**src/rtl/link_sched_pkg.sv**
```systemverilog
// Shared types and constants for the link token scheduler.
//   state_t  : scheduler FSM states
//   track_t  : one in-flight record held in the in-order tracking FIFO
//   make_id  : builds a token ID from the requester index and sequence number
package link_sched_pkg;

  localparam int TOKEN_W    = 32;
  localparam int ID_REQ_MSB = 31;
  localparam int ID_REQ_LSB = 16;
  localparam int ID_REQ_W   = ID_REQ_MSB - ID_REQ_LSB + 1;
  localparam int ID_SEQ_W   = 16;

  typedef enum logic [1:0] {
    IDLE  = 2'd0,
    RUN   = 2'd1,
    DRAIN = 2'd2,
    DONE  = 2'd3
  } state_t;

  typedef struct packed {
    logic [TOKEN_W-1:0] id;
    logic [TOKEN_W-1:0] clk_cnt;
  } track_t;

  function automatic logic [TOKEN_W-1:0] make_id(input logic [ID_REQ_W-1:0] req_idx,
                                                  input logic [ID_SEQ_W-1:0] seq);
    return {req_idx, seq};
  endfunction

endpackage

```
**src/rtl/link_sched_rr_arb.sv**
```systemverilog
// Combinational round-robin arbiter.
//   enable   : arbitration allowed this cycle; when low no grant is issued
//   req      : request vector
//   ptr      : highest-priority index (search starts here and wraps)
//   grant    : one-hot grant, zero when nothing is granted
//   valid    : a grant was issued
//   winner   : index of the granted requester
//   next_ptr : winner + 1 modulo N_REQ (pointer value after this grant)
module link_sched_rr_arb #(
  parameter int N_REQ = 4,
  localparam int PTR_W = (N_REQ > 1) ? $clog2(N_REQ) : 1
) (
  input  logic             enable,
  input  logic [N_REQ-1:0] req,
  input  logic [PTR_W-1:0] ptr,
  output logic [N_REQ-1:0] grant,
  output logic             valid,
  output logic [PTR_W-1:0] winner,
  output logic [PTR_W-1:0] next_ptr
);

  logic [PTR_W-1:0] idx;

  // NOTE: every combinational output gets a default before any conditional
  // assignment, so no path leaves a value unassigned and no latch is inferred.
  always_comb begin
    grant  = '0;
    valid  = 1'b0;
    winner = '0;
    idx    = '0;
    // Scan from the pointer upward with wrap; the first set request wins.
    for (int i = 0; i < N_REQ; i++) begin
      idx = PTR_W'((int'(ptr) + i) % N_REQ);
      if (enable && !valid && req[idx]) begin
        valid  = 1'b1;
        winner = idx;
      end
    end
    if (valid) grant[winner] = 1'b1;
  end

  assign next_ptr = (winner == PTR_W'(N_REQ - 1)) ? '0 : winner + 1'b1;

endmodule

```
**src/rtl/link_token_sched.sv**
```systemverilog
// Link chain head scheduler.
// Shares one injection port among N_REQ requesters (round-robin), stamps each
// token with an ID {requester, seq} and the issue cycle count, keeps at most
// MAX_OUT tokens in flight, and matches returns against issue order to report
// round-trip time.
//   i_start/i_num_tokens : start a run of i_num_tokens tokens (IDLE only)
//   i_req/i_req_token    : per-requester request and 32-bit payload
//   o_grant              : combinational one-hot grant in the accept cycle
//   o_wen/o_token/o_clk_cnt/o_id : registered chain-head write
//   i_wen/i_token/i_clk_cnt/i_id : chain-tail return
//   o_rtt_valid/o_rtt/o_rtt_id   : round-trip result, one cycle after return
//   o_outstanding        : tokens in flight
//   o_err                : ID mismatch or return with nothing in flight
//   o_done               : run-complete pulse; o_busy : not IDLE
module link_token_sched
  import link_sched_pkg::*;
#(
  parameter int N_REQ   = 4,
  parameter int MAX_OUT = 4
) (
  input  logic                         i_clk,
  input  logic                         i_rstn,
  input  logic                         i_start,
  input  logic [TOKEN_W-1:0]           i_num_tokens,
  input  logic [N_REQ-1:0]             i_req,
  input  logic [N_REQ*TOKEN_W-1:0]     i_req_token,
  output logic [N_REQ-1:0]             o_grant,
  output logic                         o_wen,
  output logic [TOKEN_W-1:0]           o_token,
  output logic [TOKEN_W-1:0]           o_clk_cnt,
  output logic [TOKEN_W-1:0]           o_id,
  input  logic                         i_wen,
  input  logic [TOKEN_W-1:0]           i_token,
  input  logic [TOKEN_W-1:0]           i_clk_cnt,
  input  logic [TOKEN_W-1:0]           i_id,
  output logic                         o_rtt_valid,
  output logic [TOKEN_W-1:0]           o_rtt,
  output logic [TOKEN_W-1:0]           o_rtt_id,
  output logic [$clog2(MAX_OUT+1)-1:0] o_outstanding,
  output logic                         o_err,
  output logic                         o_done,
  output logic                         o_busy
);

  localparam int PTR_W = (N_REQ > 1) ? $clog2(N_REQ) : 1;
  localparam int AW    = (MAX_OUT > 1) ? $clog2(MAX_OUT) : 1;
  localparam int CNT_W = $clog2(MAX_OUT + 1);

  state_t               state, state_next;
  logic [TOKEN_W-1:0]   clk_cnt;
  logic [TOKEN_W-1:0]   remaining;
  logic [ID_SEQ_W-1:0]  seq;
  logic [PTR_W-1:0]     rr_ptr;

  track_t               fifo_mem [MAX_OUT];
  logic [AW-1:0]        wr_ptr, rd_ptr;
  logic [CNT_W-1:0]     count;
  track_t               head;

  logic                 inject_ok;
  logic [N_REQ-1:0]     arb_grant;
  logic                 arb_valid;
  logic [PTR_W-1:0]     arb_winner;
  logic [PTR_W-1:0]     arb_next_ptr;
  logic [TOKEN_W-1:0]   token_sel;

  logic                 do_push;
  logic                 do_pop;
  logic                 ret_err;

  // --------------------------------------------------------------------------
  // Injection arbitration
  // --------------------------------------------------------------------------
  assign inject_ok = (state == RUN) && (remaining != '0) && (count < CNT_W'(MAX_OUT));

  link_sched_rr_arb #(.N_REQ(N_REQ)) u_arb (
    .enable   (inject_ok),
    .req      (i_req),
    .ptr      (rr_ptr),
    .grant    (arb_grant),
    .valid    (arb_valid),
    .winner   (arb_winner),
    .next_ptr (arb_next_ptr)
  );

  assign o_grant = arb_grant;
  assign do_push = arb_valid;

  always_comb begin
    token_sel = '0;
    for (int r = 0; r < N_REQ; r++) begin
      if (arb_winner == PTR_W'(r)) token_sel = i_req_token[r*TOKEN_W +: TOKEN_W];
    end
  end

  // --------------------------------------------------------------------------
  // Return matching. A return with nothing in flight never pops, so the
  // occupancy cannot underflow even when stale tokens come back after reset.
  // --------------------------------------------------------------------------
  assign head    = fifo_mem[rd_ptr];
  assign do_pop  = i_wen && (count != '0);
  assign ret_err = i_wen && ((count == '0) || (i_id != head.id));

  // The returned payload and the stored issue time travel with the token for
  // debug visibility; the RTT itself uses the stamp carried back by the chain.
  logic unused_return_bits;
  assign unused_return_bits = ^{i_token, head.clk_cnt};

  // --------------------------------------------------------------------------
  // FSM
  // --------------------------------------------------------------------------
  always_comb begin
    state_next = state;
    case (state)
      IDLE:    if (i_start) state_next = (i_num_tokens == '0) ? DONE : RUN;
      RUN:     if (do_push && (remaining == TOKEN_W'(1))) state_next = DRAIN;
      DRAIN:   if (count == '0) state_next = DONE;
      DONE:    state_next = IDLE;
      default: state_next = IDLE;
    endcase
  end

  // NOTE: sequential state uses non-blocking assignments so every register
  // samples the pre-edge values of the others, independent of statement order.
  always_ff @(posedge i_clk or negedge i_rstn) begin
    if (!i_rstn) begin
      state       <= IDLE;
      clk_cnt     <= '0;
      remaining   <= '0;
      seq         <= '0;
      rr_ptr      <= '0;
      wr_ptr      <= '0;
      rd_ptr      <= '0;
      count       <= '0;
      o_wen       <= 1'b0;
      o_token     <= '0;
      o_clk_cnt   <= '0;
      o_id        <= '0;
      o_rtt_valid <= 1'b0;
      o_rtt       <= '0;
      o_rtt_id    <= '0;
      o_err       <= 1'b0;
    end else begin
      state   <= state_next;
      clk_cnt <= clk_cnt + TOKEN_W'(1);

      if ((state == IDLE) && i_start) remaining <= i_num_tokens;
      else if (do_push)               remaining <= remaining - TOKEN_W'(1);

      o_wen <= do_push;
      if (do_push) begin
        o_token   <= token_sel;
        o_id      <= make_id(ID_REQ_W'(arb_winner), seq);
        o_clk_cnt <= clk_cnt;
        seq       <= seq + ID_SEQ_W'(1);
        rr_ptr    <= arb_next_ptr;
        wr_ptr    <= (wr_ptr == AW'(MAX_OUT - 1)) ? '0 : wr_ptr + 1'b1;
      end

      if (do_pop) rd_ptr <= (rd_ptr == AW'(MAX_OUT - 1)) ? '0 : rd_ptr + 1'b1;

      case ({do_push, do_pop})
        2'b10:   count <= count + CNT_W'(1);
        2'b01:   count <= count - CNT_W'(1);
        default: count <= count;
      endcase

      o_rtt_valid <= do_pop;
      o_err       <= ret_err;
      if (do_pop) begin
        // Modular subtraction keeps the RTT correct across counter wrap.
        o_rtt    <= clk_cnt - i_clk_cnt;
        o_rtt_id <= i_id;
      end
    end
  end

  // NOTE: the tracking storage has no reset; occupancy and pointers are reset,
  // so stale entries are never read as valid.
  always_ff @(posedge i_clk) begin
    if (do_push) fifo_mem[wr_ptr] <= '{id: make_id(ID_REQ_W'(arb_winner), seq), clk_cnt: clk_cnt};
  end

  assign o_outstanding = count;
  assign o_done        = (state == DONE);
  assign o_busy        = (state != IDLE);

endmodule

```
**config.mk**
```make
export PLATFORM = sky130hd
export DESIGN_NAME = link_token_sched
export DESIGN_NICKNAME = d
export VERILOG_FILES = /design/src/rtl/link_sched_pkg.sv /design/src/rtl/link_sched_rr_arb.sv /design/src/rtl/link_token_sched.sv
export SDC_FILE = /design/constraint.sdc
export NUM_CORES = 1
export LEC_CHECK = 0
export CAP_MARGIN = 20
export CORE_MARGIN = 10
export CORE_UTILIZATION = 53
export CTS_CLUSTER_DIAMETER = 60
export DETAILED_ROUTE_END_ITERATION = 10
export HOLD_SLACK_MARGIN = 0.02
export PLACE_DENSITY = 0.87
export SLEW_MARGIN = 25
export SYNTH_ARGS = -nofsm -noshare
export SYNTH_HDL_FRONTEND = slang
export SYNTH_SLANG_ARGS = --single-unit
```
**constraint.sdc**
```tcl
create_clock -name i_clk -period 5.6 [get_ports i_clk]
set_input_delay 0.84 -clock i_clk [delete_from_list [all_inputs] [get_ports i_clk]]
set_output_delay 0.84 -clock i_clk [all_outputs]
set_load 0.02 [all_outputs]
```
==> results of run 1 <==
[stage by stage]
step	instances	setup WS, ps	power, uW
after floorplan	1553	1400	5220
after global placement	2256	958	6560
after detailed placement	2256	762	6720
after CTS	2317	319	9060
after global routing	2317	128	9490
final	2317	349	8990
[power by group through the flow]
stage	registers [uW]	clock network [uW]	logic, uW
finish	3330	2300	3360
global route	3400	2430	3660
CTS	3330	2330	3400
detailed placement	3360	0	3360
global placement	3300	0	3260
floorplan	3650	0	1570
[sequential cells by signal (all words and copies together) (netlist names)]
| name | cells |
|---|---|
| clk_cnt | 32 |
| fifo_mem | 72 |
| o_clk_cnt | 32 |
| o_err | 1 |
| o_id | 18 |
| o_outstanding | 3 |
| o_rtt | 32 |
| o_rtt_id | 32 |
| o_rtt_valid | 1 |
| o_token | 32 |
| o_wen | 1 |
| rd_ptr | 2 |
| remaining | 32 |
| rr_ptr | 2 |
| seq | 16 |
| state | 2 |
| wr_ptr | 2 |
[synth_stat cells, types with 12 or more instances]
master,count
nand4_1,17
a21o_1,14
xor2_1,58
inv_1,60
a22oi_1,32
ha_1,50
nor4_1,19
and3_1,12
and2_1,17
a21oi_1,97
clkbuf_1,48
buf_2,12
dfrtp_1,240
mux2_2,33
xnor2_1,58
nor3_1,19
nand2_1,284
o21ai_0,105
nand3_1,34
nor2_1,110
mux4_2,18
edfxtp_1,72
buf_4,14
[logic make-up after synthesis]
group                    count (synthesis)
multiplexers                            51
AND/OR/NAND/NOR                        557
other                                    1
XOR/XNOR                               116
adder cells (fa/ha/maj)                 52
flip-flops                             312
AO/OA/AOI/OAI                          308
buffers and inverters                  143
[layer usage]
metal	track usage, %	vias to the layer above	part of all wire [%]
li1	-	6075	-
met1	28.7	6295	37
met2	44.7	527	50
met3	6.80	109	8.4
met4	10.6	2	4.4
met5	0	-	0.027
[path summary, 6_finish.rpt]
check	startpoint	to	slack (ps)	cells after the start
min	i_rstn	o_token[10]	330	1
min reg2reg	o_token[0]	o_token[0]	480	2
max	remaining[20]	o_grant[1]	350	10
max in group asynchronous	i_rstn	o_clk_cnt[10]	4020	2
max reg2reg	remaining[20]	o_token[30]	790	15
min in group i_clk	o_token[0]	o_token[0]	480	2
[critical path, stage by stage, from the launching register on]
cell and delay (ps):
dfrtp_1 410, or4_4 560, or4_4 450, or4_1 710, nor2_1 230, nor3_1 80
buf_4 170, inv_1 100, ha_1 390, and2_1 180, clkdlybuf4s50_1 600
[area by class of cell]
type | count | area (sq um)
repair buffers | 401 | 4010
well taps | 384 | 480
fillers | 1980 | 7910
clock inverters | 18 | 213
flip-flops and latches | 312 | 8170
inverters | 61 | 229
clock buffers | 43 | 926
multi-input cells | 1098 | 6910
==> run_results.csv, run 1 <==
group,metric,value,unit
outcome,status,"complete, no violations",
worst_setup_path,critPathKind,"reg -> out",
timing,final_hold_viol_count,0,
detailed_routing,wl,47700,um
timing,max_freq,0.190,GHz
finish,design_area,0.0209,sq mm
clock_tree,clkTransAtPathRegs,60,ps
timing,tns,0,ps
die,num_rows,62,
synth,synth_compound_area_share,11.9,%
power_and_ir_drop,irDropWorstVdd,0.214,mV
synth,syn_inst,1540,
synth,synth-simple-area-share,16.2,%
placement,gp_congestion,0.927,
timing,period_share,93.8,%
finish,final_nets,2225,
finish,drive_gt1_share,7.04,%
finish,mostFrequentLayoutCell,"clkdlybuf4s50_1",
synth,ys.flop_type,"dfrtp_1",
detailed_routing,ant_nets,0,
clock_tree,cts_tree,"yes",
die,initial_core_util,54.1,%
die,fp.dieH,192,um
synth,async_flop_share,76.9,%
synth,synthXorXnorAreaFrac,6.51,%
flow_run,max_cap_viol_count,0,
die,dieArea,0.0367,sq mm
detailed_routing,remaining_drc_errors,0,
synth,synth_top_family_by_area,"simple AND/OR/NAND/NOR gates",
synth,ys_seq_elements,312,
clock_tree,post-cts-setup-buffer-count,0,
grt,groute.usage.overall,25.4,%
detailed_routing,drt_pass1_iterations,5,
finish,syn_to_final_growth,34.1,%
clock_tree,postCtsHoldBufs,0,
timing,rsz0062_at_grt,"no",
timing,fin_crit,5250,ps
power_and_ir_drop,power_leakage,0.00906,uW
synth,synth_edf_count,72,
timing,setup_viol,0,
power_and_ir_drop,combPwrFrac,37.4,%
placement,postPlaceCellArea,0.0198,sq mm
placement,portBuffers,389,
timing,clock_skew,26.0,ps
detailed_routing,vias,13000,
finish,fin_util,72.6,%
power_and_ir_drop,switchingPower,3220,uW
clock_tree,cts_sinks,312,
synth,syn_area,0.0156,sq mm
synth,synth_fa_ha_area_share,4.26,%
timing,slew_viol_final,0,
synth,yosysSeqAreaShare,52.3,%
grt,antenna_found_initial,1,
power_and_ir_drop,switching_share,35.8,%
clock_tree,htree_levels,2,
power_and_ir_drop,p_seq_share,37.0,%
synth,synth_top_area_share,38.5,%
worst_setup_path,critPathLaunchType,"register",
clock_tree,cts.path.max_buffers,3,
clock_tree,cts.repair.resized,0,
synth,synth.distinct_cells,69,
timing,maxSlewHeadroom,35.4,%
clock_tree,root_buffer,"clkbuf_16",
finish,antenna_cells,0,
power_and_ir_drop,p_int,5770,uW
worst_setup_path,crit_fanout,9,
detailed_routing,viasPerCell,5.61,
min_path,hold_class,"in -> async",
clock_tree,clk_latency,520,ps
synth,yosys_warnings,0,
clock_tree,numCtsBuffers,35,
timing,worstMarginPinSlew,969,ps
grt,grt_max_degree,136,
die,io_pins,436,
grt,grt_pass1_wl,74100,um
placement,hpwl,36000,um
worst_setup_path,cp-end-kind,"primary output",
synth,muxShareOfSynthArea,4.98,%
worst_setup_path,crit_arrival,4410,ps
die,core,0.0289,sq mm
synth,syn_avg_cell_area,10.1,sq um
grt,grt.overflow.total,0,
synth,yosys-top-cells-area,"dfrtp_1, edfxtp_1, nand2_1, ha_1, o21ai_0",
grt,grt_pass1_vias,13500,
detailed_routing,wl_per_cell,20.6,um
worst_setup_path,crit_required,4760,ps
detailed_routing,drt-initial-drc-count,879,
die,die_w,192,um
synth,yosys.area.top_type,"dfrtp_1",
finish,final_cell_mix,"clkdlybuf4s50_1, nand2_1, dfrtp_1, nor2_1, o21ai_0",
power_and_ir_drop,clkPwrFrac,25.6,%
power_and_ir_drop,power_density,429,mW/mm^2
timing,timing.hold.ws,333,ps
Power figures use the tool's default switching activity.
==> run 2: changes to the inputs <==
- SETUP_SLACK_MARGIN: not set -> 0.2
==> run_results.csv, run 2 (synthesis results as in run 1) <==
group,metric,value,unit
timing,fin_crit,5150,ps
outcome,status,"complete, no violations",
power_and_ir_drop,switchingPower,3220,uW
timing,timing.hold.ws,349,ps
grt,grt.overflow.total,0,
grt,grt_max_degree,136,
power_and_ir_drop,irDropWorstVdd,0.214,mV
clock_tree,clkTransAtPathRegs,60,ps
finish,regMostFlops,"fifo_mem",
detailed_routing,drt-initial-drc-count,892,
detailed_routing,wl_per_cell,20.6,um
timing,slew_viol_final,0,
grt,grt_pass1_wl,74100,um
die,num_rows,62,
grt,grt_pass1_vias,13500,
placement,hpwl,36000,um
worst_setup_path,crit_fanout,9,
die,fp.dieH,192,um
finish,final_cell_mix,"clkdlybuf4s50_1, nand2_1, dfrtp_1, nor2_1, o21ai_0",
flow_run,max_cap_viol_count,0,
detailed_routing,viasPerCell,5.61,
power_and_ir_drop,power_density,429,mW/mm^2
timing,clock_skew,26.6,ps
worst_setup_path,crit_required,4760,ps
clock_tree,cts_sinks,312,
die,initial_core_util,54.1,%
detailed_routing,wl_met3,4010,um
clock_tree,htree_levels,2,
detailed_routing,remaining_drc_errors,0,
placement,postPlaceCellArea,0.0198,sq mm
finish,syn_to_final_growth,34.1,%
detailed_routing,ant_nets,0,
grt,antenna_found_initial,1,
grt,groute.usage.overall,25.4,%
detailed_routing,met2_length,23800,um
timing,rsz0062_at_grt,"no",
power_and_ir_drop,clkPwrFrac,25.5,%
power_and_ir_drop,switching_share,35.8,%
detailed_routing,top_layer,"met5",
detailed_routing,vias,13000,
finish,largest_reg_flops,72,
timing,maxSlewHeadroom,36.4,%
placement,gp_congestion,0.927,
timing,setup_viol,0,
finish,mostFrequentLayoutCell,"clkdlybuf4s50_1",
clock_tree,cts_tree,"yes",
detailed_routing,wl_met1,17700,um
power_and_ir_drop,p_seq_share,37.0,%
timing,max_freq,0.194,GHz
finish,drive_gt1_share,7.09,%
clock_tree,clk_latency,530,ps
timing,tns,0,ps
die,core,0.0289,sq mm
finish,antenna_cells,0,
timing,final_hold_viol_count,0,
power_and_ir_drop,power_leakage,0.00906,uW
die,dieArea,0.0367,sq mm
power_and_ir_drop,p_int,5770,uW
detailed_routing,wl,47700,um
finish,design_area,0.0209,sq mm
detailed_routing,drt_pass1_iterations,5,
clock_tree,numCtsBuffers,35,
finish,fill_cells,1980,
die,die_w,192,um
clock_tree,cts.path.max_buffers,3,
worst_setup_path,crit_arrival,4310,ps
timing,period_share,92.0,%
worst_setup_path,critPathLaunchType,"register",
finish,final_nets,2225,
min_path,hold_class,"in -> async",
clock_tree,root_buffer,"clkbuf_16",
power_and_ir_drop,combPwrFrac,37.4,%
worst_setup_path,cp-end-kind,"primary output",
timing,worstMarginPinSlew,954,ps
placement,portBuffers,389,
die,io_pins,436,
worst_setup_path,critPathKind,"reg -> out",
==> run 2: metrics by stage <==
step	total power [uW]	cells	worst slack, ps	util [%]
5_1_grt	9490	2317	246	72.6
6_report	8990	2317	446	72.6
2_1_floorplan	5220	1553	1400	-
4_1_cts	9060	2317	319	72.5
3_3_place_gp	6560	2256	958	68.6
3_5_place_dp	6720	2256	762	68.6
==> run 2: worst paths after layout <==
check                               from       endpoint  slack (ps)  depth (start not counted)
max reg2reg                remaining[20]    o_token[30]         850                         16
min                               i_rstn    o_token[10]         350                          1
max in group asynchronous         i_rstn  o_clk_cnt[10]        4020                          2
max                        remaining[20]     o_grant[1]         450                         10
min in group i_clk            o_token[0]     o_token[0]         480                          2
min reg2reg                   o_token[0]     o_token[0]         480                          2
==> run 2: worst max-delay path: stages (launching register included) <==
cell             delay (ps)
dfrtp_1                 420
or4_4                   560
or4_4                   450
or4_1                   710
nor2_1                  220
nor3_1                   80
buf_4                   170
inv_1                   100
ha_2                    310
and2_1                  150
clkdlybuf4s50_1         600
==> run 2: layer usage <==
metal  vias up  GRT usage (%)
met5         -              0
met4         2           10.6
met3       109           6.80
met2       516           44.7
met1      6286           28.7
li1       6074              -
==> run 2: area by class of cell <==
class / instances / area, sq um / area share (%)
tap: 384 / 480 / 2.29
multi-input combinational: 1098 / 6920 / 33.0
sequential: 312 / 8170 / 39.0
timing repair buffer: 401 / 4010 / 19.2
clock inverter: 18 / 213 / 1.02
clock buffer: 43 / 926 / 4.42
inverter: 61 / 229 / 1.09
==> run 2: repair_timing <==
item | in CTS | in global routing
hold buffers | 0 | 0
gates resized for setup | 0 | 1
setup endpoints to repair | 0 | 1
buffers inserted | 0 | 0
==> run 2: power groups by stage <==
stage / registers [uW] / clock network, uW / logic (uW)
final: 3330 / 2300 / 3370
after global routing: 3400 / 2430 / 3660
after CTS: 3330 / 2330 / 3400
after detailed placement: 3360 / 0 / 3360
after global placement: 3300 / 0 / 3260
after floorplan: 3650 / 0 / 1570
